`src/rtl/cacheline_burst_responder_pkg.sv`:
```
// Shared types for the cache line port and the 64-bit main-memory burst port.
package cacheline_burst_responder_pkg;

  typedef logic [127:0] lc3b_cacheline;
  typedef logic [15:0]  lc3b_word;
  typedef logic [63:0]  lc3b_beat;

  typedef enum logic [1:0] {
    IDLE  = 2'd0,
    BEAT0 = 2'd1,
    BEAT1 = 2'd2,
    RESP  = 2'd3
  } lc3b_pmem_state;

  // Byte offset of the second beat within a line.
  localparam lc3b_word BEAT_ADDR_OFFSET = 16'h0008;
  localparam lc3b_word LINE_ADDR_MASK   = 16'hFFF0;

  // Drop the byte-within-line bits so the burst always starts on a line boundary.
  function automatic lc3b_word line_align(input lc3b_word addr);
    return addr & LINE_ADDR_MASK;
  endfunction

endpackage

```
`src/rtl/cacheline_beat_buffer.sv`:
```
// 128-bit line register whose halves load independently; holds write data
// and collects the first read beat.
module cacheline_beat_buffer
  import cacheline_burst_responder_pkg::*;
(
  input  logic          clk,
  input  logic          rst_n,
  input  logic          load_lo,
  input  logic          load_hi,
  input  lc3b_beat      d_lo,
  input  lc3b_beat      d_hi,
  output lc3b_cacheline q
);

  lc3b_cacheline line_r;

  // Per-half load of the line register; reset clears both halves.
  always_ff @(posedge clk) begin
    if (!rst_n) begin
      line_r <= 128'h0;
    end else begin
      if (load_lo) begin
        line_r[63:0] <= d_lo;
      end
      if (load_hi) begin
        line_r[127:64] <= d_hi;
      end
    end
  end

  assign q = line_r;

endmodule

```
`src/rtl/cacheline_burst_responder.sv`:
```
// Turns one 128-bit line read/write from the cache into a two-beat 64-bit
// burst on main memory and returns a one-cycle completion pulse.
module cacheline_burst_responder
  import cacheline_burst_responder_pkg::*;
(
  input  logic          clk,
  input  logic          rst_n,
  input  lc3b_word      pmem_address,
  input  logic          pmem_read,
  input  logic          pmem_write,
  input  lc3b_cacheline pmem_wdata,
  output lc3b_cacheline pmem_rdata,
  output logic          pmem_resp,
  output lc3b_word      mem_address,
  output logic          mem_req,
  output logic          mem_we,
  output lc3b_beat      mem_wdata,
  input  lc3b_beat      mem_rdata,
  input  logic          mem_ack
);

  lc3b_pmem_state state_r;
  lc3b_pmem_state next_state_s;
  logic           accept_s;
  logic           beat0_done_s;
  logic           beat1_done_s;
  logic           buf_load_lo_s;
  lc3b_beat       buf_d_lo_s;
  lc3b_cacheline  line_buf_s;

  logic           mem_req_r;
  logic           mem_we_r;
  lc3b_word       mem_address_r;
  lc3b_beat       mem_wdata_r;
  logic           pmem_resp_r;
  lc3b_cacheline  pmem_rdata_r;

  // Next-state decode; acks outside the two beat states are ignored.
  always_comb begin
    next_state_s = state_r;
    accept_s     = 1'b0;
    beat0_done_s = 1'b0;
    beat1_done_s = 1'b0;
    case (state_r)
      IDLE: begin
        if (pmem_read || pmem_write) begin
          next_state_s = BEAT0;
          accept_s     = 1'b1;
        end else begin
          next_state_s = IDLE;
        end
      end
      BEAT0: begin
        if (mem_ack) begin
          next_state_s = BEAT1;
          beat0_done_s = 1'b1;
        end else begin
          next_state_s = BEAT0;
        end
      end
      BEAT1: begin
        if (mem_ack) begin
          next_state_s = RESP;
          beat1_done_s = 1'b1;
        end else begin
          next_state_s = BEAT1;
        end
      end
      RESP: begin
        next_state_s = IDLE;
      end
      default: begin
        next_state_s = IDLE;
      end
    endcase
  end

  // Low half takes the write line on accept, or the first read beat on its ack.
  always_comb begin
    buf_load_lo_s = accept_s || (beat0_done_s && !mem_we_r);
    if (accept_s) begin
      buf_d_lo_s = pmem_wdata[63:0];
    end else begin
      buf_d_lo_s = mem_rdata;
    end
  end

  cacheline_beat_buffer u_line_buf (
    .clk     (clk),
    .rst_n   (rst_n),
    .load_lo (buf_load_lo_s),
    .load_hi (accept_s),
    .d_lo    (buf_d_lo_s),
    .d_hi    (pmem_wdata[127:64]),
    .q       (line_buf_s)
  );

  // State register plus Moore request/response flags registered from the next state.
  always_ff @(posedge clk) begin
    if (!rst_n) begin
      state_r     <= IDLE;
      mem_req_r   <= 1'b0;
      pmem_resp_r <= 1'b0;
    end else begin
      state_r     <= next_state_s;
      mem_req_r   <= (next_state_s == BEAT0) || (next_state_s == BEAT1);
      pmem_resp_r <= (next_state_s == RESP);
    end
  end

  // Beat address/data/direction: set up on accept, advanced to the high beat on the first ack.
  always_ff @(posedge clk) begin
    if (!rst_n) begin
      mem_we_r      <= 1'b0;
      mem_address_r <= 16'h0;
      mem_wdata_r   <= 64'h0;
    end else if (accept_s) begin
      mem_we_r      <= pmem_write;
      mem_address_r <= line_align(pmem_address);
      mem_wdata_r   <= pmem_wdata[63:0];
    end else if (beat0_done_s) begin
      mem_address_r <= mem_address_r | BEAT_ADDR_OFFSET;
      mem_wdata_r   <= line_buf_s[127:64];
    end
  end

  // Publish the assembled line only when a read completes; writes leave it untouched.
  always_ff @(posedge clk) begin
    if (!rst_n) begin
      pmem_rdata_r <= 128'h0;
    end else if (beat1_done_s && !mem_we_r) begin
      pmem_rdata_r <= {mem_rdata, line_buf_s[63:0]};
    end
  end

  assign mem_req     = mem_req_r;
  assign mem_we      = mem_we_r;
  assign mem_address = mem_address_r;
  assign mem_wdata   = mem_wdata_r;
  assign pmem_resp   = pmem_resp_r;
  assign pmem_rdata  = pmem_rdata_r;

endmodule

```
`config.mk`:
```
export PLATFORM = sky130hd
export DESIGN_NAME = cacheline_burst_responder
export DESIGN_NICKNAME = d
export VERILOG_FILES = /design/src/rtl/cacheline_burst_responder_pkg.sv /design/src/rtl/cacheline_beat_buffer.sv /design/src/rtl/cacheline_burst_responder.sv
export SDC_FILE = /design/constraint.sdc
export NUM_CORES = 1
export LEC_CHECK = 0
export ABC_AREA = 0
export BUFFER_PORTS_ARGS = -buffer_cell sky130_fd_sc_hd__buf_2
export CORE_ASPECT_RATIO = 0.6
export CORE_MARGIN = 2
export CORE_UTILIZATION = 51
export DETAILED_ROUTE_END_ITERATION = 6
export PLACE_DENSITY = 0.8
export RECOVER_POWER = 100
export SYNTH_ARGS = -nofsm -noshare
export SYNTH_HDL_FRONTEND = slang
export SYNTH_SLANG_ARGS = --single-unit
```
`constraint.sdc`:
```
create_clock -name clk -period 2.25 [get_ports clk]
set_input_delay 0.225 -clock clk [delete_from_list [all_inputs] [get_ports clk]]
set_output_delay 0.225 -clock clk [all_outputs]
set_load 0.03 [all_outputs]
```
==> impl_results.md <==
* # placed instances at between 2k and 2.5k
* # DRC at 0
* Crit path capture: u_line_buf.q[28]
* Postcts setup bufs at 0
* Number of port buffers at roughly 420
* Gate Count Post-Synth at ~1.6k
* R2R cell count at 5
* Initial core utilization at between 50 and 60%
* Reg-to-reg endpoint: u_line_buf.q[28]
* Via Count at 15.8k
* CP arrival at around 2600 ps
* Yosys top cell by area: dfxtp_1
* CTS tree: built
* Leak at approximately 0.0067 uW
* Seq cells post-synth at about 340
* Drt pass-1 iters at 6
* Core box area at approximately 26000 sq um
* Internal at 10400 uW
* Initial DRC count at between 2k and 2.5k
* Setup TNS at 0 ps
* Max_cap viols at 0
* Dpl cell area at ~16000 sq um
* Drt total wl at between 50000 and 60000 um
* Final instance count without filler cells at around 2.5k
* Slew Limit Fails at 0
* Number of global-route vias before repair at between 15k and 20k
* Cells along the critical path: clkbuf_1 -> or2_4 -> buf_12 -> o21ai_0 -> a311oi_1
* Fraction of layout cells with a size suffix above 1 at between 10% and 20%
* Area added between synthesis and finish at 34.6%
* CP Class: register to register
* Reg2reg start: state_r[0]
* Detail Route Antenna Nets at 0
* Final instance area at 18300 sq um
* RSZ-0062 raised after global routing: no
* Top_reg_cell synth: dfxtp_1
* Die area at between 20000 and 30000 sq um
* Post-synthesis sequential area ratio at between 40 and 50%
* Root Driver: clkbuf_16
* Clk sinks at 338
* Final min period at 2140 ps
* Critical path peak fanout at 56
* Chip Width at roughly 210 um
* Nets at 2310
* Fin util at 69.6%
* Final Wtd Congestion at between 0.8 and 0.9
* Clk buf depth at 3
* R2R setup slack at between 100 and 150 ps
* Crit path launch: state_r[0]
* Crit-path slowest cell: a311oi_1
* Post-synth EDFFs at 0
* Mean post-synth cell area at 8.50 sq um
* Synthesized area at 13600 sq um
* Total track usage at between 30 and 40%
* Reg clk slew, reported paths at around 70 ps
* Outcome: finished, final reports clean
* Logic pwr share at between 10% and 20%
* Critical path data required time at 2660 ps
* Synth async-reset ratio at 0%
* Cts bufs inserted at 31
* Flop pwr share at 45.0%
* Hold Path Class: primary input to register
* Tcrit/Tclk final at 95.2%
* Slew at the pin closest to its max-slew limit at 1000 ps
* Die H at approximately 130 um
* Via density at roughly 6.4
* Hpwl dp at around 29000 um
* Clock latency on the worst-skew pair at between 500 and 600 ps
* Final Hold Vio Count at 0
* Largest net degree at the start of global routing at 127
* Total congestion overflow at 0
* Synth warnings at 0
* Peak Freq at ~470 MHz
* CTS H-tree lvls at 1
* Element type at the critical path start: register
* Critical Path Sink Type: register
* Synth top area cells: dfxtp_1, nand2_1, a21oi_1
* Max-slew headroom at between 30% and 40%
* # IOs at about 420
* First-pass GRT wire length at about 80000 um
* Initial antenna violation count at 1
* Worst clock skew at between 10 and 15 ps
* Synth cell types at 38
* DR WL/cell at about 22 um
* Area share of the largest cell type after synthesis at 49.8%
* Final setup violation count at 0
* Share of total power in the clock network at a little over a third
* Pwr/cell area at around 810 nW/um^2
* Switching share of power at between 20% and 30%
* Max stage delay on crit path at between 500 and 600 ps
* VDD IR-drop max at 0.582 mV
* Number of cell rows at 46
* Switching power at between 4000 and 5000 uW
power by group through the flow:
stage / logic (uW) / clock network (uW) / registers [uW]
2_1_floorplan: 1390 / 0 / 7040
3_3_place_gp: 2470 / 0 / 6740
3_5_place_dp: 2520 / 0 / 6760
4_1_cts: 2800 / 5370 / 6630
5_1_grt: 2920 / 5650 / 6700
6_report: 2780 / 5370 / 6660
registers in the layout, summed over array words and instances, names as in the netlist:
name	count
mem_address	13
mem_req	1
mem_wdata	64
mem_we	1
pmem_rdata	128
pmem_resp	1
state_r	2
u_line_buf.q	128
layout make-up:
cell class,count,area (sq um)
clock inverters,13,125
multi-input cells,1077,5820
clock buffers,43,891
flip-flops and latches,338,6770
well taps,360,450
repair buffers,645,4230
fillers,2045,7990
diodes,5,12.5
inverters,3,18.8
routing by layer:
| layer | part of all wire [%] | track usage, % |
|---|---|---|
| met5 | 0 | 0 |
| met4 | 5.9 | 18.8 |
| met3 | 12 | 9.17 |
| met2 | 45 | 59.7 |
| met1 | 37 | 44.7 |
timing repair:
| action | CTS | global route |
|---|---|---|
| hold buffers | 195 | 1 |
| resized for setup | 0 | 0 |
| hold endpoints to repair | 245 | 1 |
worst min path at each step:
stage / start / endpoint / slack, ps / cells past startpoint
floorplan: rst_n / mem_req / 350 / 1
global placement: u_line_buf.q[14] / pmem_rdata[14] / 440 / 2
detailed placement: pmem_rdata[28] / pmem_rdata[28] / 440 / 2
CTS: pmem_wdata[39] / u_line_buf.q[39] / 0.3 / 3
global route: pmem_wdata[30] / mem_wdata[30] / -5 / 3
finish: pmem_wdata[10] / mem_wdata[10] / 10 / 3
critical path: cells and delay by family, from the launching register on:
family	cells	cell delay, ps
buf+inv	2	500
simple gates	1	200
flops	1	510
compound gates	2	770
cells in the final DEF (no fill, tap or decap), types with 63 or more instances in the layout:
cell type,netlist,final
clkbuf_1,111,214
a211oi_1,64,64
nand3_1,140,140
dlygate4sd3_1,0,196
dfxtp_1,338,337
a311oi_1,33,70
a21oi_1,206,206
a31oi_1,63,63
buf_2,48,208
o21ai_0,141,141
nand2_1,309,309
cell families (layout without fill, tap and decap cells):
family | count (synthesis) | count (layout) | synth area share, %
and+or+nand+nor | 466 | 466 | 14.6
DFF | 338 | 338 | 49.8
muxes | 1 | 1 | 0.0736
adders and majority gates | 1 | 1 | 0.0920
AOI/OAI and AO/OA | 606 | 606 | 29.3
buffers and inverters | 188 | 704 | 6.15
other | 1 | 8 | 0.0276
cells in the mapped netlist (2+ instances only):
cell        n
buf_6       5
buf_1      11
inv_1       2
buf_4       8
dfxtp_1   338
a311oi_2   44
a21oi_1   206
nand2_1   309
a31oi_1    63
a311oi_1   33
buf_2      48
or2_1       2
and2_1      4
o31ai_1    51
clkbuf_1  111
a211oi_1   64
o21ai_0   141
nand3_1   140
clkbuf_2    2
metrics by stage:
step / hold WS (ps) / worst slack (ps) / total power [uW]
final: 9.99 / 108 / 14800
after global routing: -5.32 / 7.52 / 15300
after CTS: 0.350 / 161 / 14800
after detailed placement: 444 / 178 / 9280
after global placement: 437 / 268 / 9210
after floorplan: 347 / 683 / 8430
Power figures use the tool's default switching activity.
